## src/rtl/spi_cmd_decoder_if.sv

```systemverilog
// ---------------------------------------------------------------------------
// spi_cmd_decoder_if
// Purpose : bundles the SPI-bridge byte stream and the register-file access
//           signals used by spi_cmd_decoder.
// Signals : byte_sync/data_in/data_out  - SPI slave bridge side
//           reg_addr/reg_hi/reg_wdata/reg_we/reg_re/reg_rdata - register file
//           timeout_err - frame aborted by inter-byte timeout
// Modports: slave  - the decoder (consumes bytes, drives register accesses)
//           master - the environment (bridge + register file)
// ---------------------------------------------------------------------------
interface spi_cmd_decoder_if #(
  parameter int ADDR_W = 6
);
  logic              byte_sync;
  logic [7:0]        data_in;
  logic [7:0]        data_out;
  logic [ADDR_W-1:0] reg_addr;
  logic              reg_hi;
  logic [7:0]        reg_wdata;
  logic              reg_we;
  logic              reg_re;
  logic [7:0]        reg_rdata;
  logic              timeout_err;

  modport slave (
    input  byte_sync, data_in, reg_rdata,
    output data_out, reg_addr, reg_hi, reg_wdata, reg_we, reg_re, timeout_err
  );

  modport master (
    output byte_sync, data_in, reg_rdata,
    input  data_out, reg_addr, reg_hi, reg_wdata, reg_we, reg_re, timeout_err
  );
endinterface

```

## src/rtl/spi_cmd_decoder.sv

```systemverilog
// ---------------------------------------------------------------------------
// spi_cmd_decoder
// Purpose : turns 2-byte SPI frames (command, data) from the SPI slave bridge
//           into register-file write/read accesses. Read data is returned on
//           data_out so the bridge shifts it out during the next frame.
// Ports   : clk    - system clock
//           rst_n  - asynchronous active-low reset
//           bus    - spi_cmd_decoder_if.slave (bridge bytes + register access)
// Command : bit7 = 1 write / 0 read, bit6 = hi/lo byte, bits[ADDR_W-1:0] = addr
// ---------------------------------------------------------------------------
module spi_cmd_decoder #(
  parameter int ADDR_W      = 6,
  parameter int TO_W        = 16,
  parameter int TIMEOUT_CYC = 4096
) (
  input  logic                clk,
  input  logic                rst_n,
  spi_cmd_decoder_if.slave    bus
);

  localparam logic [0:0] ST_CMD  = 1'b0;
  localparam logic [0:0] ST_DATA = 1'b1;

  // Terminal count of the inter-byte timer; only meaningful when enabled.
  localparam logic          TO_EN   = (TIMEOUT_CYC != 0);
  localparam logic [TO_W-1:0] TO_LAST = TO_W'(TIMEOUT_CYC - 1);

  logic [0:0]        r_state;
  logic              r_rw;
  logic [ADDR_W-1:0] r_addr;
  logic              r_hi;
  logic [7:0]        r_wdata;
  logic              r_we;
  logic              r_re;
  logic              r_re_d;
  logic [7:0]        r_dout;
  logic              r_to_err;
  logic [TO_W-1:0]   r_cnt;

  logic              w_expire;

  // Timeout fires only when no byte arrives in the expiry cycle (byte wins).
  always_comb begin
    w_expire = 1'b0;
    if (TO_EN && (r_state == ST_DATA) && !bus.byte_sync && (r_cnt == TO_LAST)) begin
      w_expire = 1'b1;
    end else begin
      w_expire = 1'b0;
    end
  end

  // Frame FSM, register-access strobes, timeout counter and read-data capture.
  always_ff @(posedge clk or negedge rst_n) begin
    if (!rst_n) begin
      r_state  <= ST_CMD;
      r_rw     <= 1'b0;
      r_addr   <= '0;
      r_hi     <= 1'b0;
      r_wdata  <= 8'h00;
      r_we     <= 1'b0;
      r_re     <= 1'b0;
      r_re_d   <= 1'b0;
      r_dout   <= 8'h00;
      r_to_err <= 1'b0;
      r_cnt    <= '0;
    end else begin
      r_we     <= 1'b0;
      r_re     <= 1'b0;
      r_to_err <= 1'b0;
      // Register file answers one clk after reg_re; grab its data then.
      r_re_d   <= r_re;
      if (r_re_d) begin
        r_dout <= bus.reg_rdata;
      end

      case (r_state)
        ST_CMD: begin
          if (bus.byte_sync) begin
            r_addr  <= bus.data_in[ADDR_W-1:0];
            r_hi    <= bus.data_in[6];
            r_rw    <= bus.data_in[7];
            // Reads are issued right away so data is ready for the next frame.
            r_re    <= ~bus.data_in[7];
            r_cnt   <= '0;
            r_state <= ST_DATA;
          end
        end
        ST_DATA: begin
          if (bus.byte_sync) begin
            // Second byte of a read frame is a dummy and is dropped.
            if (r_rw) begin
              r_wdata <= bus.data_in;
              r_we    <= 1'b1;
            end
            r_state <= ST_CMD;
          end else if (w_expire) begin
            r_to_err <= 1'b1;
            r_state  <= ST_CMD;
          end else if (r_cnt != {TO_W{1'b1}}) begin
            // Saturate rather than wrap so a disabled timer never re-triggers.
            r_cnt <= r_cnt + {{(TO_W-1){1'b0}}, 1'b1};
          end
        end
        default: begin
          r_state <= ST_CMD;
        end
      endcase
    end
  end

  assign bus.data_out    = r_dout;
  assign bus.reg_addr    = r_addr;
  assign bus.reg_hi      = r_hi;
  assign bus.reg_wdata   = r_wdata;
  assign bus.reg_we      = r_we;
  assign bus.reg_re      = r_re;
  assign bus.timeout_err = r_to_err;

endmodule

```

## src/flat_wrapper.sv

```systemverilog
// flat-port wrapper written by rule: the top's interface ports become plain ports
module spi_cmd_decoder_flat 
#(
  parameter int ADDR_W      = 6,
  parameter int TO_W        = 16,
  parameter int TIMEOUT_CYC = 4096
)
  (clk, rst_n, bus_byte_sync, bus_data_in, bus_reg_rdata, bus_data_out, bus_reg_addr, bus_reg_hi, bus_reg_wdata, bus_reg_we, bus_reg_re, bus_timeout_err);
  spi_cmd_decoder_if #(.ADDR_W(ADDR_W)) bus_i ();
  input  logic clk;
  input  logic rst_n;
  input wire logic [$bits(bus_i.byte_sync)-1:0] bus_byte_sync;
  input wire logic [$bits(bus_i.data_in)-1:0] bus_data_in;
  input wire logic [$bits(bus_i.reg_rdata)-1:0] bus_reg_rdata;
  output wire logic [$bits(bus_i.data_out)-1:0] bus_data_out;
  output wire logic [$bits(bus_i.reg_addr)-1:0] bus_reg_addr;
  output wire logic [$bits(bus_i.reg_hi)-1:0] bus_reg_hi;
  output wire logic [$bits(bus_i.reg_wdata)-1:0] bus_reg_wdata;
  output wire logic [$bits(bus_i.reg_we)-1:0] bus_reg_we;
  output wire logic [$bits(bus_i.reg_re)-1:0] bus_reg_re;
  output wire logic [$bits(bus_i.timeout_err)-1:0] bus_timeout_err;
  assign bus_i.byte_sync = bus_byte_sync;
  assign bus_i.data_in = bus_data_in;
  assign bus_i.reg_rdata = bus_reg_rdata;
  assign bus_data_out = bus_i.data_out;
  assign bus_reg_addr = bus_i.reg_addr;
  assign bus_reg_hi = bus_i.reg_hi;
  assign bus_reg_wdata = bus_i.reg_wdata;
  assign bus_reg_we = bus_i.reg_we;
  assign bus_reg_re = bus_i.reg_re;
  assign bus_timeout_err = bus_i.timeout_err;
  spi_cmd_decoder #(.ADDR_W(ADDR_W), .TO_W(TO_W), .TIMEOUT_CYC(TIMEOUT_CYC)) u_core (.clk(clk), .rst_n(rst_n), .bus(bus_i));
endmodule
```

## config.mk

```make
export PLATFORM = sky130hd
export DESIGN_NAME = spi_cmd_decoder_flat
export DESIGN_NICKNAME = d
export VERILOG_FILES = /design/src/rtl/spi_cmd_decoder_if.sv /design/src/rtl/spi_cmd_decoder.sv /design/src/flat_wrapper.sv
export SDC_FILE = /design/constraint.sdc
export NUM_CORES = 1
export LEC_CHECK = 0
export ABC_AREA = 1
export BUFFER_PORTS_ARGS = -buffer_cell sky130_fd_sc_hd__buf_2
export CAP_MARGIN = 20
export CORE_UTILIZATION = 40
export DETAILED_ROUTE_END_ITERATION = 16
export PLACE_DENSITY = 0.6
export RECOVER_POWER = 100
export SKIP_CTS_REPAIR_TIMING = 1
export SLEW_MARGIN = 20
export SYNTH_ARGS = -nofsm -noshare
export SYNTH_HDL_FRONTEND = slang
export SYNTH_SLANG_ARGS = --single-unit
```

## constraint.sdc

```tcl
create_clock -name clk -period 2.5 [get_ports clk]
set_input_delay 0.25 -clock clk [delete_from_list [all_inputs] [get_ports clk]]
set_output_delay 0.25 -clock clk [all_outputs]
set_load 0.005 [all_outputs]
```

==> results.sh <==
export IMPL_worstSetupStartpoint="u_core.r_cnt[0]"
export IMPL_grt_setup_unrepaired="false"
export IMPL_hold_viol_final=0
export IMPL_cpPeakStageDelay_ns=0.67
export IMPL_io_pins=45
export IMPL_grt_usage=0.164
export IMPL_syn_inst=268
export IMPL_avgSynthCellArea_um2=8.25
export IMPL_final_seq_area_mm2=0.00113
export IMPL_ys_seq_area_frac=0.509
export IMPL_die_area_mm2=0.00583
export IMPL_synth_adder_area_share=0.0170
export IMPL_syn_area_mm2=0.00221
export IMPL_setup_tns_ns=0
export IMPL_post_dp_cell_area_mm2=0.00248
export IMPL_clk_pin_slew_worst_paths_ns=0.07
export IMPL_fin_skew_ns=0.0107
export IMPL_worstHoldPathType="primary input to flop"
export IMPL_crit_fanout=16
export IMPL_finalCriticalPeriod_ns=2.29
export IMPL_crit_family="simple AND/OR/NAND/NOR gates"
export IMPL_worstPathArrival_ns=2.47
export IMPL_async_reset_ff_frac=1.00
export IMPL_synth_top_family_by_area="simple AND/OR/NAND/NOR gates"
export IMPL_final_setup_worst_slack_ns=0.211
export IMPL_synth_top_area_share=0.509
export IMPL_hold_start="bus_data_in[7]"
export IMPL_r2r_setup_slack_ns=0.21
export IMPL_root_buffer="clkbuf_8"
export IMPL_leakagePower_nw=1.27
export IMPL_cts_made_buffers=5
export IMPL_place_inst=374
export IMPL_synthFlopType="dfrtp_1"
export IMPL_vias=1803
export IMPL_r2r_cells=9
export IMPL_n_antenna_cell=0
export IMPL_crit_end="u_core.r_cnt[0]"
export IMPL_syn_nets=290
export IMPL_total_power_mw=1.87
export IMPL_synth_edf_count=0
export IMPL_firstDrtPassIters=4
export IMPL_htreeDepth=2
export IMPL_drive_above_1_share=0.218
export IMPL_drt_iter0_drc=110
export IMPL_core_area_mm2=0.00520
export IMPL_layout_nets=334
export IMPL_die_w_um=76.4
export IMPL_synth_simple_area_share=0.322
export IMPL_yosysMostFrequentCell="nand2_1"
export IMPL_drc=0
export IMPL_path_class="flop to flop"
export IMPL_multi_input_area_um2=970
export IMPL_cpMaxStageDelayCell="nor2_1"
export IMPL_row_count=26
export IMPL_synth_top_cell_by_area="dfrtp_1"
export IMPL_holdWs_ns=0.150
export IMPL_grt_ovfl_total=0
export IMPL_syn_to_final_growth_pct=17.1
export IMPL_synth_compound_area_frac=0.0430
export IMPL_worstPathRequired_ns=2.68
export IMPL_start_util=0.425
export IMPL_worst_path_buf_inv=0
export IMPL_synthXorXnorAreaFrac=0
export IMPL_clock_sinks=45
export IMPL_antenna_found_initial=0
export IMPL_wire_per_inst_um=11.7
export IMPL_grt_max_degree=46
export IMPL_outcome="completed"
export IMPL_reg2reg_from="u_core.r_cnt[0]"
export IMPL_clk_latency_ns=0.30
export IMPL_port_buffers=44
export IMPL_stdcell_count=382
export IMPL_drt_wl_total_um=4460
export IMPL_finalMaxSlewViolations=0
export IMPL_synth_area_top_cells="dfrtp_1 51%, nand2_1 15%, nor2_1 6.3%"
export IMPL_finalInstanceArea_mm2=0.00259
export IMPL_fin_util=0.498
export IMPL_setup_violations=0
export IMPL_ant_nets=0
export IMPL_path_depth=9
export IMPL_dpl_worst_slack_ns=0.209
export IMPL_reg2reg_to="u_core.r_cnt[0]"
export IMPL_drv_cap=0
export IMPL_vdd_drop_max_mv=0.268
export IMPL_hpwlAfterDp_um=3180
export IMPL_end_kind="flop"
export IMPL_timing_final_crit_share=0.915
export IMPL_muxShareOfSynthArea=0.0560
export IMPL_synth_warnings=0
export IMPL_power_density_mw_per_mm2=723
export IMPL_die_y_um=76.4
export IMPL_routabilityCongestion=0.839
export IMPL_vias_per_cell=4.72
export IMPL_cts_tree="yes"
export IMPL_worstPathCellList="ha_1 -> nand2_2 -> nor2_4 -> nand3_4 -> nor2_1 -> nor2_1 -> nand2_4 -> nand2_1 -> nand2_1"
export IMPL_grt_pass1_vias=1771
export IMPL_grt_pass1_wl_um=7870
export IMPL_slew_headroom=0.276
export IMPL_cts_max_path_buffers=2
export IMPL_fmax_ghz=0.437
export IMPL_fillCellCount=519
export IMPL_ys_types=22
export IMPL_start_kind="flop"
export IMPL_worstMarginPinSlew_ns=1.09
export IMPL_ys_seq_elements=45
export IMPL_synth_common_cells="89 x nand2_1, 45 x dfrtp_1, 37 x nor2_1"
[registers in the layout, indices dropped and copies added, names as in the netlist]
register and cells:
u_core.bus.reg_hi 1, u_core.r_state 1, u_core.r_re_d 1, u_core.bus.data_out 8, u_core.bus.reg_we 1, u_core.r_rw 1
u_core.bus.reg_re 1, u_core.r_cnt 16, u_core.bus.timeout_err 1, u_core.bus.reg_wdata 8, u_core.bus.reg_addr 6
[final cells by class]
cell class	count	share of cell area
well taps	70	0.0338
inverters	20	0.0290
clock buffers	5	0.0266
flip-flops and latches	45	0.435
repair buffers	45	0.0879
clock inverters	2	0.0135
multi-input cells	195	0.374
[cells in the final DEF, fill, tap and decap left out, drive strengths merged, types with 2 or more instances in the layout]
cell type / n
clkbuf: 8
nand4: 4
dfrtp: 45
ha: 3
o21ai: 9
mux2: 11
o21a: 2
nor2: 40
nand3: 18
a21oi: 7
nand2: 92
inv: 20
nand3b: 2
nor3: 7
buf: 41
[metal layers]
layer,track usage,share of wire
met3,0.0323,0.056
met4,0.0519,0.0096
met2,0.263,0.43
met1,0.224,0.50
met5,0,0
[how the worst min path moves through the flow]
| stage | to | slack, ns | cells after the start |
|---|---|---|---|
| final | u_core.bus.reg_re | 0.15 | 2 |
| after global routing | u_core.bus.reg_re | 0.14 | 2 |
| after CTS | u_core.bus.reg_re | 0.14 | 2 |
| after detailed placement | u_core.r_re_d | 0.38 | 0 |
| after global placement | u_core.r_re_d | 0.38 | 0 |
| after floorplan | u_core.bus.data_out[0] | -0.05 | 0 |
[power by group]
| group | switching [mW] | internal, mW |
|---|---|---|
| registers | 0.0885 | 0.867 |
| logic | 0.207 | 0.187 |
| clock network | 0.233 | 0.291 |
| total | 0.529 | 1.34 |
[kinds of logic (layout without fill, tap and decap cells)]
kind of cell             count (synthesis)  in the layout
adder cells (fa/ha/maj)                  3              3
multiplexers                            11             11
AO/OA/AOI/OAI                           18             18
AND/OR/NAND/NOR                        163            163
flip-flops                              45             45
buffers and inverters                   28             72
No activity file was read; power rests on OpenSTA's default activity.
